[config.mk]
export PLATFORM = sky130hd
export DESIGN_NAME = cache_mem_arbiter
export DESIGN_NICKNAME = d
export VERILOG_FILES = /design/src/rtl/lc3b_types.sv /design/src/rtl/sat_counter.sv /design/src/rtl/cache_mem_arbiter.sv
export SDC_FILE = /design/constraint.sdc
export NUM_CORES = 1
export LEC_CHECK = 0
export CAP_MARGIN = 20
export CORE_AREA = 2 2 282 284
export CTS_BUF_LIST = sky130_fd_sc_hd__clkbuf_4 sky130_fd_sc_hd__clkbuf_8
export DETAILED_ROUTE_END_ITERATION = 7
export DIE_AREA = 0 0 284 286
export GPL_TIMING_DRIVEN = 0
export PLACE_DENSITY_LB_ADDON = 0.2
export SYNTH_ARGS = -nofsm -noshare
export SYNTH_HDL_FRONTEND = slang
export SYNTH_SLANG_ARGS = --single-unit
[constraint.sdc]
create_clock -name clk -period 3.43 [get_ports clk]
set_input_delay 0.686 -clock clk [delete_from_list [all_inputs] [get_ports clk]]
set_output_delay 0.686 -clock clk [all_outputs]
set_load 0.01 [all_outputs]
[src/rtl/lc3b_types.sv]
// Shared LC-3b memory-side types plus the state encoding of the I/D memory arbiter.
package lc3b_types;

    typedef logic [15:0]  lc3b_word;
    typedef logic [127:0] lc3b_memband;

    typedef enum logic [1:0] {
        ARB_IDLE    = 2'd0,
        ARB_SERVE_I = 2'd1,
        ARB_SERVE_D = 2'd2,
        ARB_RELEASE = 2'd3
    } lc3b_arb_state;

    typedef enum logic {
        GRANT_I = 1'b0,
        GRANT_D = 1'b1
    } lc3b_grant;

endpackage

[src/rtl/sat_counter.sv]
// Saturating up-counter with a synchronous clear that wins over an increment.
module sat_counter #(
    parameter int WIDTH = 16
) (
    input  logic             clk,
    input  logic             rst_n,
    input  logic             inc,
    input  logic             clr,
    output logic [WIDTH-1:0] count
);

    localparam logic [WIDTH-1:0] MAX_COUNT = {WIDTH{1'b1}};

    logic [WIDTH-1:0] r_count;

    // Count register: reset, clear, saturating increment.
    always_ff @(posedge clk) begin
        if (!rst_n) begin
            r_count <= {WIDTH{1'b0}};
        end else if (clr) begin
            r_count <= {WIDTH{1'b0}};
        end else if (inc && (r_count != MAX_COUNT)) begin
            r_count <= r_count + WIDTH'(1);
        end else begin
            r_count <= r_count;
        end
    end

    assign count = r_count;

endmodule

[src/rtl/cache_mem_arbiter.sv]
// Shares one physical memory port between the I-cache and D-cache, one whole
// line transaction at a time, round-robin on contention, with grant statistics.
module cache_mem_arbiter
    import lc3b_types::*;
#(
    parameter int CNT_WIDTH = 16
) (
    input  logic                 clk,
    input  logic                 rst_n,
    input  lc3b_word             icache_address,
    input  logic                 icache_read,
    output lc3b_memband          icache_rdata,
    output logic                 icache_resp,
    input  lc3b_word             dcache_address,
    input  logic                 dcache_read,
    input  logic                 dcache_write,
    input  lc3b_memband          dcache_wdata,
    output lc3b_memband          dcache_rdata,
    output logic                 dcache_resp,
    output lc3b_word             pmem_address,
    output logic                 pmem_read,
    output logic                 pmem_write,
    output lc3b_memband          pmem_wdata,
    input  lc3b_memband          pmem_rdata,
    input  logic                 pmem_resp,
    input  logic                 stat_clear,
    output logic [CNT_WIDTH-1:0] stat_icount,
    output logic [CNT_WIDTH-1:0] stat_dcount
);

    lc3b_arb_state r_state;
    lc3b_arb_state w_next_state;
    lc3b_grant     r_last_grant;
    logic          w_i_req;
    logic          w_d_req;
    logic          w_grant_i;
    logic          w_grant_d;

    assign w_i_req = icache_read;
    assign w_d_req = dcache_read | dcache_write;

    // Data paths are pure wires; validity is qualified by the matching resp.
    assign pmem_wdata   = dcache_wdata;
    assign icache_rdata = pmem_rdata;
    assign dcache_rdata = pmem_rdata;

    // State and round-robin history registers.
    always_ff @(posedge clk) begin
        if (!rst_n) begin
            r_state      <= ARB_IDLE;
            r_last_grant <= GRANT_I;
        end else begin
            r_state <= w_next_state;
            if (w_grant_i) begin
                r_last_grant <= GRANT_I;
            end else if (w_grant_d) begin
                r_last_grant <= GRANT_D;
            end else begin
                r_last_grant <= r_last_grant;
            end
        end
    end

    // Next-state, arbitration and memory-port muxing.
    always_comb begin
        w_next_state = r_state;
        w_grant_i    = 1'b0;
        w_grant_d    = 1'b0;
        pmem_address = 16'h0000;
        pmem_read    = 1'b0;
        pmem_write   = 1'b0;
        icache_resp  = 1'b0;
        dcache_resp  = 1'b0;

        case (r_state)
            ARB_IDLE: begin
                if (w_i_req && w_d_req) begin
                    // Contention: the side that did not win last time goes first.
                    if (r_last_grant == GRANT_I) begin
                        w_grant_d = 1'b1;
                    end else begin
                        w_grant_i = 1'b1;
                    end
                end else if (w_i_req) begin
                    w_grant_i = 1'b1;
                end else if (w_d_req) begin
                    w_grant_d = 1'b1;
                end else begin
                    w_grant_i = 1'b0;
                end

                if (w_grant_i) begin
                    w_next_state = ARB_SERVE_I;
                end else if (w_grant_d) begin
                    w_next_state = ARB_SERVE_D;
                end else begin
                    w_next_state = ARB_IDLE;
                end
            end

            ARB_SERVE_I: begin
                pmem_address = icache_address;
                pmem_read    = icache_read;
                if (pmem_resp) begin
                    icache_resp  = 1'b1;
                    w_next_state = ARB_RELEASE;
                end else begin
                    w_next_state = ARB_SERVE_I;
                end
            end

            ARB_SERVE_D: begin
                // Simultaneous read+write is illegal; the writeback takes it.
                pmem_address = dcache_address;
                pmem_read    = dcache_read & ~dcache_write;
                pmem_write   = dcache_write;
                if (pmem_resp) begin
                    dcache_resp  = 1'b1;
                    w_next_state = ARB_RELEASE;
                end else begin
                    w_next_state = ARB_SERVE_D;
                end
            end

            ARB_RELEASE: begin
                w_next_state = ARB_IDLE;
            end

            default: begin
                w_next_state = ARB_IDLE;
            end
        endcase
    end

    sat_counter #(.WIDTH(CNT_WIDTH)) u_icount (
        .clk   (clk),
        .rst_n (rst_n),
        .inc   (w_grant_i),
        .clr   (stat_clear),
        .count (stat_icount)
    );

    sat_counter #(.WIDTH(CNT_WIDTH)) u_dcount (
        .clk   (clk),
        .rst_n (rst_n),
        .inc   (w_grant_d),
        .clr   (stat_clear),
        .count (stat_dcount)
    );

endmodule
# Word level (Yosys, flattened, before mapping)
# Cells that the tools add are included.
[classes]
addsub = 2
eq_ne = 5
mux = 22
n_bitwise = 4
n_reduce_logical = 6
[ops]
columns = ["cell", "count"]
rows = [
  ["16-bit by 1-bit adder with 16-bit output, second input constant", 2],
  ["16-bit != test, second input constant", 2],
  ["16-bit one-hot mux with 2 select lines", 1],
  ["1-bit 2-to-1 mux", 16],
  ["2-bit one-hot mux with 4 select lines", 1],
  ["2-bit 2-to-1 mux", 3],
  ["2-bit equality test, second input constant", 2],
  ["2-bit OR reduction", 2],
  ["1-bit logical AND", 3],
  ["2-bit by 1-bit equality test with 1-bit output, second input constant", 1],
  ["2-bit logical NOT", 1],
  ["1-bit inverter", 2],
  ["1-bit one-hot mux with 2 select lines", 1],
  ["1-bit bitwise AND", 1],
  ["1-bit OR", 1],
]
[word_totals]
ff_bits = 35
input_bits = 295
out_inout_bits = 436
elab_cells = 43

# Depth between registers and ports, before layout
# Gate-level depths: netlist of run 1.
[logic_depth]
word_depth = 8
mapped_depth = 7
ltp_nobuf = 6

# Cells and area by module
# Synthesis of run 1 repeated with hierarchy kept, for this count alone.
[hier_totals]
cells_unflattened = 629
area_unflattened_um2 = 5119.9
[by_module_without_submodules]
columns = ["mod", "n_inst", "cells_each", "area_per_inst_um2", "seq_area_each_um2"]
rows = [
  ["cache_mem_arbiter", 1, 447, 3390.8, 60.1],
  ["sat_counter", 2, 91, 864.6, 320.3],
]

# Worst setup path after synthesis of run 1
# OpenSTA, ideal clock, no wires.
[synth_timing]
path_type = "input -> register"
from = "input dcache_write"
to = "register u_icount.r_count[11], in the netlist u_icount.count[11]"
setup_time_ns = 0.070
t_arrival_ns = 2.080
required_time_ns = 3.360
slack_ns = 1.279
cell_stages = 5
path_buffers = 1
cell_sequence = "o21ba_1 or4b_1 buf_2 or4_1 a21oi_1"
[synth_via]
elab_chain_len = 6
[synth_rtl]
columns = ["element", "line", "rtl"]
rows = [
  ["start, declared", "cache_mem_arbiter.sv:16", "input logic dcache_write,"],
  ["1-bit OR", "cache_mem_arbiter.sv:40", "assign w_d_req = dcache_read | dcache_write;"],
  ["1-bit logical AND", "cache_mem_arbiter.sv:77", "if (w_i_req && w_d_req) begin"],
  ["1-bit 2-to-1 mux", "cache_mem_arbiter.sv:77", ""],
  ["1-bit 2-to-1 mux (2 in a row)", "cache_mem_arbiter.sv:75", "case (r_state)"],
  ["1-bit logical AND", "sat_counter.sv:22", "end else if (inc && (r_count != MAX_COUNT)) begin"],
  ["end signal, assigned", "sat_counter.sv:21", "r_count <= {WIDTH{1'b0}};"],
  ["end signal, assigned", "sat_counter.sv:23", "r_count <= r_count + WIDTH'(1);"],
  ["end signal, assigned", "sat_counter.sv:25", "r_count <= r_count;"],
  ["end, declared", "sat_counter.sv:14", "logic [WIDTH-1:0] r_count;"],
]
# Every way passes these cells. The select of a mux whose other input is x is not followed.
# A chain may end at the register's enable or synchronous reset.

# Final worst setup path of run 1
[layout_timing]
from = "register r_state[0]"
to = "output pmem_address[4]"
[layout_via]
elab_chain_len = 2
[layout_rtl]
columns = ["element", "line", "rtl"]
rows = [
  ["start, declared", "cache_mem_arbiter.sv:31", "lc3b_arb_state r_state;"],
  ["start signal, assigned", "cache_mem_arbiter.sv:53", "r_state <= w_next_state;"],
  ["2-bit equality test or 2-bit by 1-bit equality test with 1-bit output (tied branches)", "cache_mem_arbiter.sv:75", ""],
  ["16-bit one-hot mux with 2 select lines *", "cache_mem_arbiter.sv:75", ""],
  ["end, declared", "cache_mem_arbiter.sv:20", "output lc3b_word pmem_address,"],
]
# Every way passes the cells marked *; elsewhere a longest branch is shown, timed or not.

==> results of run 1 <==
## logic make-up after synthesis
family                     Yosys count  share of synthesized area
adders and majority gates            6                     0.0148
buffers and inverters              405                      0.588
DFF                                 35                      0.138
and+or+nand+nor                    127                      0.153
muxes                                2                    0.00394
AOI/OAI and AO/OA                   78                      0.103
## critical path, delay by kind of cell (launching register included)
| family | cells | cell delay, ns |
|---|---|---|
| DFF | 1 | 0.34 |
| buffers and inverters | 3 | 1.00 |
| adders and majority gates | 1 | 0.46 |
| and+or+nand+nor | 1 | 0.32 |
## repair_timing
action | CTS | global route
endpoints found under the setup margin | 7 | 1
resized for setup | 2 | 1
hold buffers | 0 | 0
## per-layer routing
layer / global-route usage / vias to the layer above
li1: - / 2781
met1: 0.0584 / 2608
met2: 0.122 / 375
met3: 0.0219 / 12
met4: 0.0141 / 0
met5: 0 / -
## layout make-up
type                    count  area share
diodes                      3    0.000666
plain buffers             398       0.263
clock buffers               6     0.00733
clock inverters             2     0.00311
inverters                   6     0.00200
multi-input cells         213       0.124
flip-flops and latches     35      0.0622
well taps                1050       0.117
repair buffers            475       0.422
## sequential cells by signal, indices dropped and copies added, names as in the netlist
name	flops
u_icount.count	16
r_last_grant	1
r_state	2
u_dcount.count	16
## worst max-delay path by stage
| stage | from | to | cells after the start |
|---|---|---|---|
| after floorplan | dcache_write | u_icount.count[11] | 5 |
| after global placement | r_state[1] | pmem_address[4] | 7 |
| after detailed placement | r_state[1] | pmem_address[4] | 7 |
| after CTS | r_state[1] | pmem_address[4] | 6 |
| after global routing | r_state[1] | pmem_address[4] | 5 |
| final | r_state[0] | pmem_address[4] | 5 |
## through the flow
stage          power (mW)  worst slack [ns]
6_report             2.43             0.305
3_3_place_gp         2.06             0.127
5_1_grt              2.58            0.0927
2_1_floorplan        1.22              1.28
3_5_place_dp         2.05             0.153
4_1_cts              2.50            0.0691
## report_power, final
part	internal [mW]	switching, mW	leakage [nW]	total (mW)
Clock	0.236	0.184	0.0612	0.420
Sequential	0.422	0.0138	0.283	0.436
Combinational	0.946	0.627	4.05	1.57
## cells in the mapped netlist (5+ instances only)
cell      instances
nor4_1            5
and2_1            8
o31ai_1          14
or3_1             5
nand4_1          12
ha_1              6
a21oi_1          25
clkbuf_1         11
nand3_1          12
nand2_1          19
nor2b_1          17
buf_4           384
a22oi_1          16
o21ai_0           8
and4_1            7
dfxtp_1          35
nor3_1            9
or4_1            15
inv_1             6
==> results.json, run 1 <==
{
  "synthesis.area_um2": 5070,
  "io_buffers": 474,
  "fin_crit_sh": 0.911,
  "drive_above_1_share": 0.357,
  "post_synth_inst_count": 653,
  "ir_drop_mv": 0.176,
  "r2r_start": "u_icount.count[1]",
  "rr_endpoint": "u_icount.count[15]",
  "drc": 0,
  "drt_wl_total_um": 27600,
  "yosysTopAreaCell": "buf_4",
  "syn2layout_area_growth_pct": 122,
  "vias": 5776,
  "hold_violations": 0,
  "grt_pass1_wl_um": 37000,
  "multi_input_area_um2": 1390,
  "worst_setup_path_end_kind": "primary output",
  "place_congestion": 0.868,
  "cp_max_fo": 10,
  "grt_pass1_vias": 5752,
  "synth-async-reset-ratio": 0,
  "timing.slew.headroom": 0.436,
  "finalSetupTns_ns": 0,
  "finalSetupViolations": 0,
  "dr.first_iter.drc_count": 100,
  "dr.pass1.iters": 4,
  "worstSkewPairLatency_ns": 0.32,
  "synth_fp_nets": 954,
  "grtUsageTotal": 0.0609,
  "cts_tree": "done",
  "dp_hpwl_um": 25000,
  "ys_ff_latch": 35,
  "fmax_mhz": 320,
  "coreArea_um2": 78400,
  "cts_root_buf": "clkbuf_8",
  "p_leak_nw": 4.39,
  "dpl-instance-area_um2": 11100,
  "rsz0062_at_grt": "no",
  "regToRegSetupSlack_ns": 0.92,
  "path_cells": "inv_1 > ha_1 > clkbuf_2 > nor2b_1 > clkdlybuf4s50_1",
  "synth_top_area_frac": 0.568,
  "maxCapViolations": 0,
  "layout_commonest_cell": "clkdlybuf4s50_1",
  "vias_per_cell": 2.64,
  "cts_buffer_depth": 2,
  "fp.dieArea_um2": 81200,
  "regArea_um2": 701,
  "synth_warnings": 0,
  "path_clk_slew_ns": 0.09,
  "cts_max_level": 2,
  "outcome": "finished, final reports clean",
  "num_rows": 103,
  "arrival_ns": 2.44,
  "antenna_found_initial": 2,
  "power_per_cell_area_nw_per_um2": 216,
  "drt-wirelength-per-cell_um": 12.6,
  "initial_utilization": 0.0648,
  "ys_top_cells_by_area": "buf_4 57%, dfxtp_1 14%, a21oi_1 2.5%",
  "instances_no_fill": 2188,
  "whs_path_depth": 2,
  "top_layer_used": "met4",
  "synthDistinctLibCells": 43,
  "clkSinkCount": 35,
  "final_cell_mix": "474 x clkdlybuf4s50_1, 384 x buf_4, 35 x dfxtp_1",
  "required_ns": 2.74,
  "post-route-util": 0.144,
  "worstHoldEndpoint": "u_dcount.count[13]",
  "start_kind": "flip-flop",
  "hold_class": "flip-flop to flip-flop",
  "die_h_um": 286,
  "fin_skew_ns": 0.0182,
  "avgSynthCellArea_um2": 7.77,
  "design_area_um2": 11300,
  "grt_max_degree": 12,
  "cts_setup_buffers": 0,
  "timing.hold.ws_ns": 0.519,
  "slew_viol_final": 0,
  "period_needed_ns": 3.12,
  "reg2regPathDepth": 6,
  "routed-wl-met3_um": 2790,
  "fill_cells": 9001,
  "cts_buffers": 5,
  "drt-met1-wl_um": 9210,
  "synthFlopType": "dfxtp_1",
  "cp_slowest_cell": "clkdlybuf4s50_1",
  "die_x_um": 284,
  "dp_cells": 2177,
  "cp_slowest_stage_delay_ns": 0.61,
  "synth_edf_count": 0,
  "met2_length_um": 15200,
  "detail-route-antenna-nets": 0,
  "io_pins": 731,
  "grt_remaining_overflow": 0,
  "nets": 1435,
  "worstHoldStart": "u_dcount.count[13]",
  "critPathKind": "flip-flop to primary output",
  "synth_seq_area_share": 0.138,
  "worst_pin_slew_ns": 0.838
}
No activity file was read; power rests on OpenSTA's default activity.
==> run 2, diff against run 1 <==
Settings changed: CORE_AREA 2 2 282 284 to 2 2 283 285, DIE_AREA 0 0 284 286 to 0 0 285 287, SYNTH_HIERARCHICAL set to 1.
==> run 2 against run 1 <==
Sequential share of layout area barely moved. Hold slack better by 0.011 ns. Clock skew shrank 0.0064 ns. Die area increased by 0.70%. Count of clock-buffer cells in the layout is the same. Register-to-register slack improved by 0.37 ns. Final cell count down 1.2%. Combinational power grew 3%. First-iteration DRC count is 32% higher. Via count decreased by 5.1%.
==> results.json, run 2 <==
{
  "layout_setup_ws_ns": 0.352,
  "maxCapViolations": 0,
  "dp_hpwl_um": 23800,
  "grt_pass1_wl_um": 35400,
  "synth_fp_nets": 930,
  "critPathKind": "flip-flop to primary output",
  "fin_skew_ns": 0.0119,
  "synth_compound_area_frac": 0.109,
  "slew_viol_final": 0,
  "drt-wirelength-per-cell_um": 12.3,
  "synth-async-reset-ratio": 0,
  "timing.slew.headroom": 0.597,
  "yosysTopAreaCell": "buf_4",
  "num_rows": 103,
  "yosys.area_share.simple": 0.145,
  "cts_buffers": 5,
  "hold_class": "flip-flop to flip-flop",
  "drc": 0,
  "synthFlopType": "dfxtp_1",
  "synth_seq_area_share": 0.137,
  "die_h_um": 287,
  "grtUsageTotal": 0.0575,
  "cp_max_fo": 10,
  "path_clk_slew_ns": 0.09,
  "ys_ff_latch": 35,
  "worst_setup_path_end_kind": "primary output",
  "synth_warnings": 6,
  "outcome": "finished, final reports clean",
  "vias": 5484,
  "cts_max_level": 2,
  "initial_utilization": 0.0651,
  "hold_violations": 0,
  "cts-hold-fix-buffers": 0,
  "synthesis.area_um2": 5120,
  "final_cell_mix": "474 x clkdlybuf4s50_1, 384 x buf_4, 35 x dfxtp_1",
  "finalSetupTns_ns": 0,
  "dpl-instance-area_um2": 11200,
  "cts_root_buf": "clkbuf_8",
  "ir_drop_mv": 0.114,
  "synthDistinctLibCells": 48,
  "synth.area.mux_share": 0.00391,
  "io_pins": 731,
  "nets": 1411,
  "avgSynthCellArea_um2": 8.14,
  "grt_max_degree": 12,
  "fp.dieArea_um2": 81800,
  "synth_top_area_frac": 0.563,
  "design_area_um2": 11300,
  "die_x_um": 285,
  "synth_top_family_by_area": "buffers and inverters",
  "fin_crit_sh": 0.898,
  "place_worst_setup_slack_ns": 0.473,
  "finalSetupViolations": 0,
  "cts_resized": 0,
  "clkSinkCount": 35,
  "start_kind": "flip-flop",
  "coreArea_um2": 78600,
  "detail-route-antenna-nets": 0,
  "ys_top_cells_by_area": "buf_4 56%, dfxtp_1 14%, a22oi_1 2.3%",
  "post_synth_inst_count": 629,
  "vias_per_cell": 2.54,
  "worstSkewPairLatency_ns": 0.32,
  "layout_commonest_cell": "clkdlybuf4s50_1",
  "dp_cells": 2153,
  "grt_pass1_vias": 5360,
  "synth_edf_count": 0,
  "p_leak_nw": 4.52,
  "drive_above_1_share": 0.374,
  "power_per_cell_area_nw_per_um2": 219,
  "worst_pin_slew_ns": 0.604,
  "io_buffers": 474,
  "period_needed_ns": 3.08,
  "drt_wl_total_um": 26500,
  "instances_no_fill": 2162,
  "post-synth-top-count-cell": "buf_4",
  "required_ns": 2.74,
  "rsz0062_at_grt": "no",
  "syn2layout_area_growth_pct": 121,
  "place_congestion": 0.807,
  "grt_remaining_overflow": 0,
  "synth_top_cells_by_count": "384 x buf_4, 35 x dfxtp_1, 20 x nor2_1, 18 x nor2b_1, 16 x a22oi_1",
  "cts_setup_buffers": 0,
  "arrival_ns": 2.39,
  "cts_buffer_depth": 2,
  "cts_tree": "done",
  "fmax_mhz": 325,
  "antenna_found_initial": 0,
  "synth_fa_ha_area_frac": 0.0147,
  "synth-xor-area-share": 0.0137,
  "dr.first_iter.drc_count": 132,
  "dr.pass1.iters": 4
}
[run 2: changes by cell type after synthesis, moves of 8 or more]
cell      delta
nor2_1      +18
a21oi_1     -16
or4_1       -11
o31ai_1      -9
clkbuf_1     -8
nand4_1      -8
[run 2: area by class of cell]
class / count / area, µm²
diodes: 1 / 2.50
plain buffers: 391 / 2930
clock buffers: 6 / 82.6
clock inverters: 2 / 35.0
fillers: 8931 / 67300
inverters: 6 / 22.5
multi-input cells: 197 / 1460
flip-flops and latches: 35 / 701
well taps: 1050 / 1310
repair buffers: 474 / 4740
[run 2: path summary, 6_finish.rpt]
| kind | start | end | slack [ns] | cells past startpoint |
|---|---|---|---|---|
| worst max-delay path | r_state[0] | pmem_address[12] | 0.35 | 5 |
| worst min-delay path | u_dcount/count[2] | u_dcount/count[2] | 0.53 | 2 |
| worst max register to register | r_state[0] | u_icount/count[15] | 1.29 | 7 |
| worst min register to register | u_dcount/count[2] | u_dcount/count[2] | 0.53 | 2 |
[run 2: metal layers]
metal | track usage | up-vias | wire (µm)
met2 | 0.116 | 319 | 14900
met1 | 0.0581 | 2469 | 9200
met5 | 0 | - | 0
met4 | 0.00785 | 0 | 235
li1 | - | 2682 | -
met3 | 0.0183 | 14 | 2190
[run 2: worst max-delay path, cell delays in order (launching register included)]
cell and delay (ns):
dfxtp_1 0.35, inv_1 0.08, ha_1 0.43, clkbuf_1 0.44
nor2b_1 0.20, clkdlybuf4s50_1 0.57
[run 2: per-stage QoR]
stage	hold WS, ns	total power [mW]	util
floorplan	0.531	1.27	-
CTS	0.537	2.55	0.144
detailed placement	0.523	2.09	0.142
global route	0.571	2.64	0.144
global placement	0.519	2.10	0.142
finish	0.530	2.48	0.144
[run 2: cells by family after synthesis]
logic type	after synthesis
buffers and inverters	397
and+or+nand+nor	113
AOI/OAI and AO/OA	68
DFF	35
xor gates and xnor gates	8
adders and majority gates	6
muxes	2
[run 2: report_power, final]
group	total [mW]	internal (mW)	switching [mW]
registers	0.437	0.424	0.0129
clock network	0.429	0.236	0.193
logic	1.61	0.998	0.612
total	2.48	1.66	0.818
==> run 3, diff against run 2 <==
Settings changed: MAX_ROUTING_LAYER set to met4.
==> run 3 against run 2 <==
Clock power hardly changed. Register-to-register slack hardly changed. Final cell count stayed put. Utilization stayed put. Hold slack worse by 0.0017 ns. Highest routed layer unchanged. Largest cell class unchanged. Cell area stayed put.
==> results.json, run 3 (synthesis gave the netlist of run 2 again) <==
{
  "cp_slowest_cell": "clkdlybuf4s50_1",
  "finalSetupTns_ns": 0,
  "rsz0062_at_grt": "no",
  "finalSetupViolations": 0,
  "multi_input_area_um2": 1460,
  "initial_utilization": 0.0651,
  "drt_wl_total_um": 26500,
  "cts_max_level": 2,
  "arrival_ns": 2.39,
  "maxCapViolations": 0,
  "required_ns": 2.74,
  "die_x_um": 285,
  "fill_cells": 8931,
  "final_cell_mix": "474 x clkdlybuf4s50_1, 384 x buf_4, 35 x dfxtp_1",
  "detail-route-antenna-nets": 0,
  "cts_setup_buffers": 0,
  "io_buffers": 474,
  "start_kind": "flip-flop",
  "hold_class": "flip-flop to flip-flop",
  "regArea_um2": 701,
  "critPathKind": "flip-flop to primary output",
  "ir_drop_mv": 0.114,
  "num_rows": 103,
  "vias_per_cell": 2.54,
  "power_per_cell_area_nw_per_um2": 219,
  "clkSinkCount": 35,
  "drt-wirelength-per-cell_um": 12.3,
  "dr.pass1.iters": 4,
  "fin_skew_ns": 0.0116,
  "cp_max_fo": 10,
  "vias": 5486,
  "die_h_um": 287,
  "hold_violations": 0,
  "syn2layout_area_growth_pct": 121,
  "cts_root_buf": "clkbuf_8",
  "path_clk_slew_ns": 0.09,
  "worstSkewPairLatency_ns": 0.32,
  "cts_buffer_depth": 2,
  "critPathBufInv": 3,
  "cts_tree": "done",
  "drive_above_1_share": 0.374,
  "cts-hold-fix-buffers": 0,
  "cp_slowest_stage_delay_ns": 0.57,
  "slew_viol_final": 0,
  "cts_resized": 0,
  "cts_buffers": 5,
  "dp_hpwl_um": 23800,
  "outcome": "finished, final reports clean",
  "fp.dieArea_um2": 81800,
  "dr.first_iter.drc_count": 139,
  "layout_commonest_cell": "clkdlybuf4s50_1",
  "fmax_mhz": 325,
  "coreArea_um2": 78600,
  "grt_remaining_overflow": 0,
  "path_cells": "inv_1 > ha_1 > clkbuf_1 > nor2b_1 > clkdlybuf4s50_1",
  "drc": 0,
  "fin_crit_sh": 0.897,
  "nets": 1411,
  "grt_pass1_wl_um": 35400,
  "antenna_found_initial": 0,
  "grtUsageTotal": 0.0593,
  "post-route-util": 0.144,
  "worst_setup_path_end_kind": "primary output",
  "place_congestion": 0.819,
  "p_leak_nw": 4.52,
  "period_needed_ns": 3.08,
  "io_pins": 731,
  "timing.slew.headroom": 0.606,
  "crit_family": "buffers and inverters",
  "grt_pass1_vias": 5362,
  "worst_pin_slew_ns": 0.591,
  "grt_max_degree": 12
}
[run 3: worst reg2reg max path, stage by stage, from the launching register on]
cell      delay [ns]
dfxtp_1         0.33
inv_1           0.09
ha_1            0.21
and3_1          0.33
and4_2          0.37
nand3_4         0.15
o311ai_0        0.37
o41ai_1         0.15
[run 3: path summary, 6_finish.rpt]
kind,from,endpoint,slack (ns),cells after the start
setup reg to reg,r_state[0],u_icount/count[15],1.29,7
hold / removal,u_dcount/count[2],u_dcount/count[2],0.53,2
setup / recovery,r_state[0],pmem_address[12],0.35,5
hold reg to reg,u_dcount/count[2],u_dcount/count[2],0.53,2
[run 3: layout make-up]
class / instances / area share
timing repair buffer: 474 / 0.420
buffer: 391 / 0.260
multi-input combinational: 197 / 0.130
tap: 1050 / 0.116
sequential: 35 / 0.0620
clock buffer: 6 / 0.00731
clock inverter: 2 / 0.00310
inverter: 6 / 0.00199
antenna: 1 / 0.000221
[run 3: layer usage]
layer  track usage  up-vias  routed length (µm)
met2         0.116      319               14900
li1              -     2681                   -
met5             -        -                   0
met4       0.00785        0                 237
met3        0.0175       14                2120
met1        0.0587     2472                9250
[run 3: metrics by stage]
stage	hold WS, ns	cells	power [mW]	setup slack, ns	instance area, µm²
floorplan	0.531	629	1.27	1.36	5120
global placement	0.519	2153	2.10	0.482	11200
detailed placement	0.523	2153	2.09	0.473	11200
CTS	0.537	2161	2.55	0.252	11300
global route	0.571	2161	2.64	0.152	11300
finish	0.528	2162	2.47	0.353	11300
[run 3: report_power, final]
part	total [mW]	switching (mW)	internal, mW
Sequential	0.437	0.0128	0.424
Combinational	1.61	0.612	0.998
Clock	0.428	0.192	0.236
Total	2.47	0.817	1.66
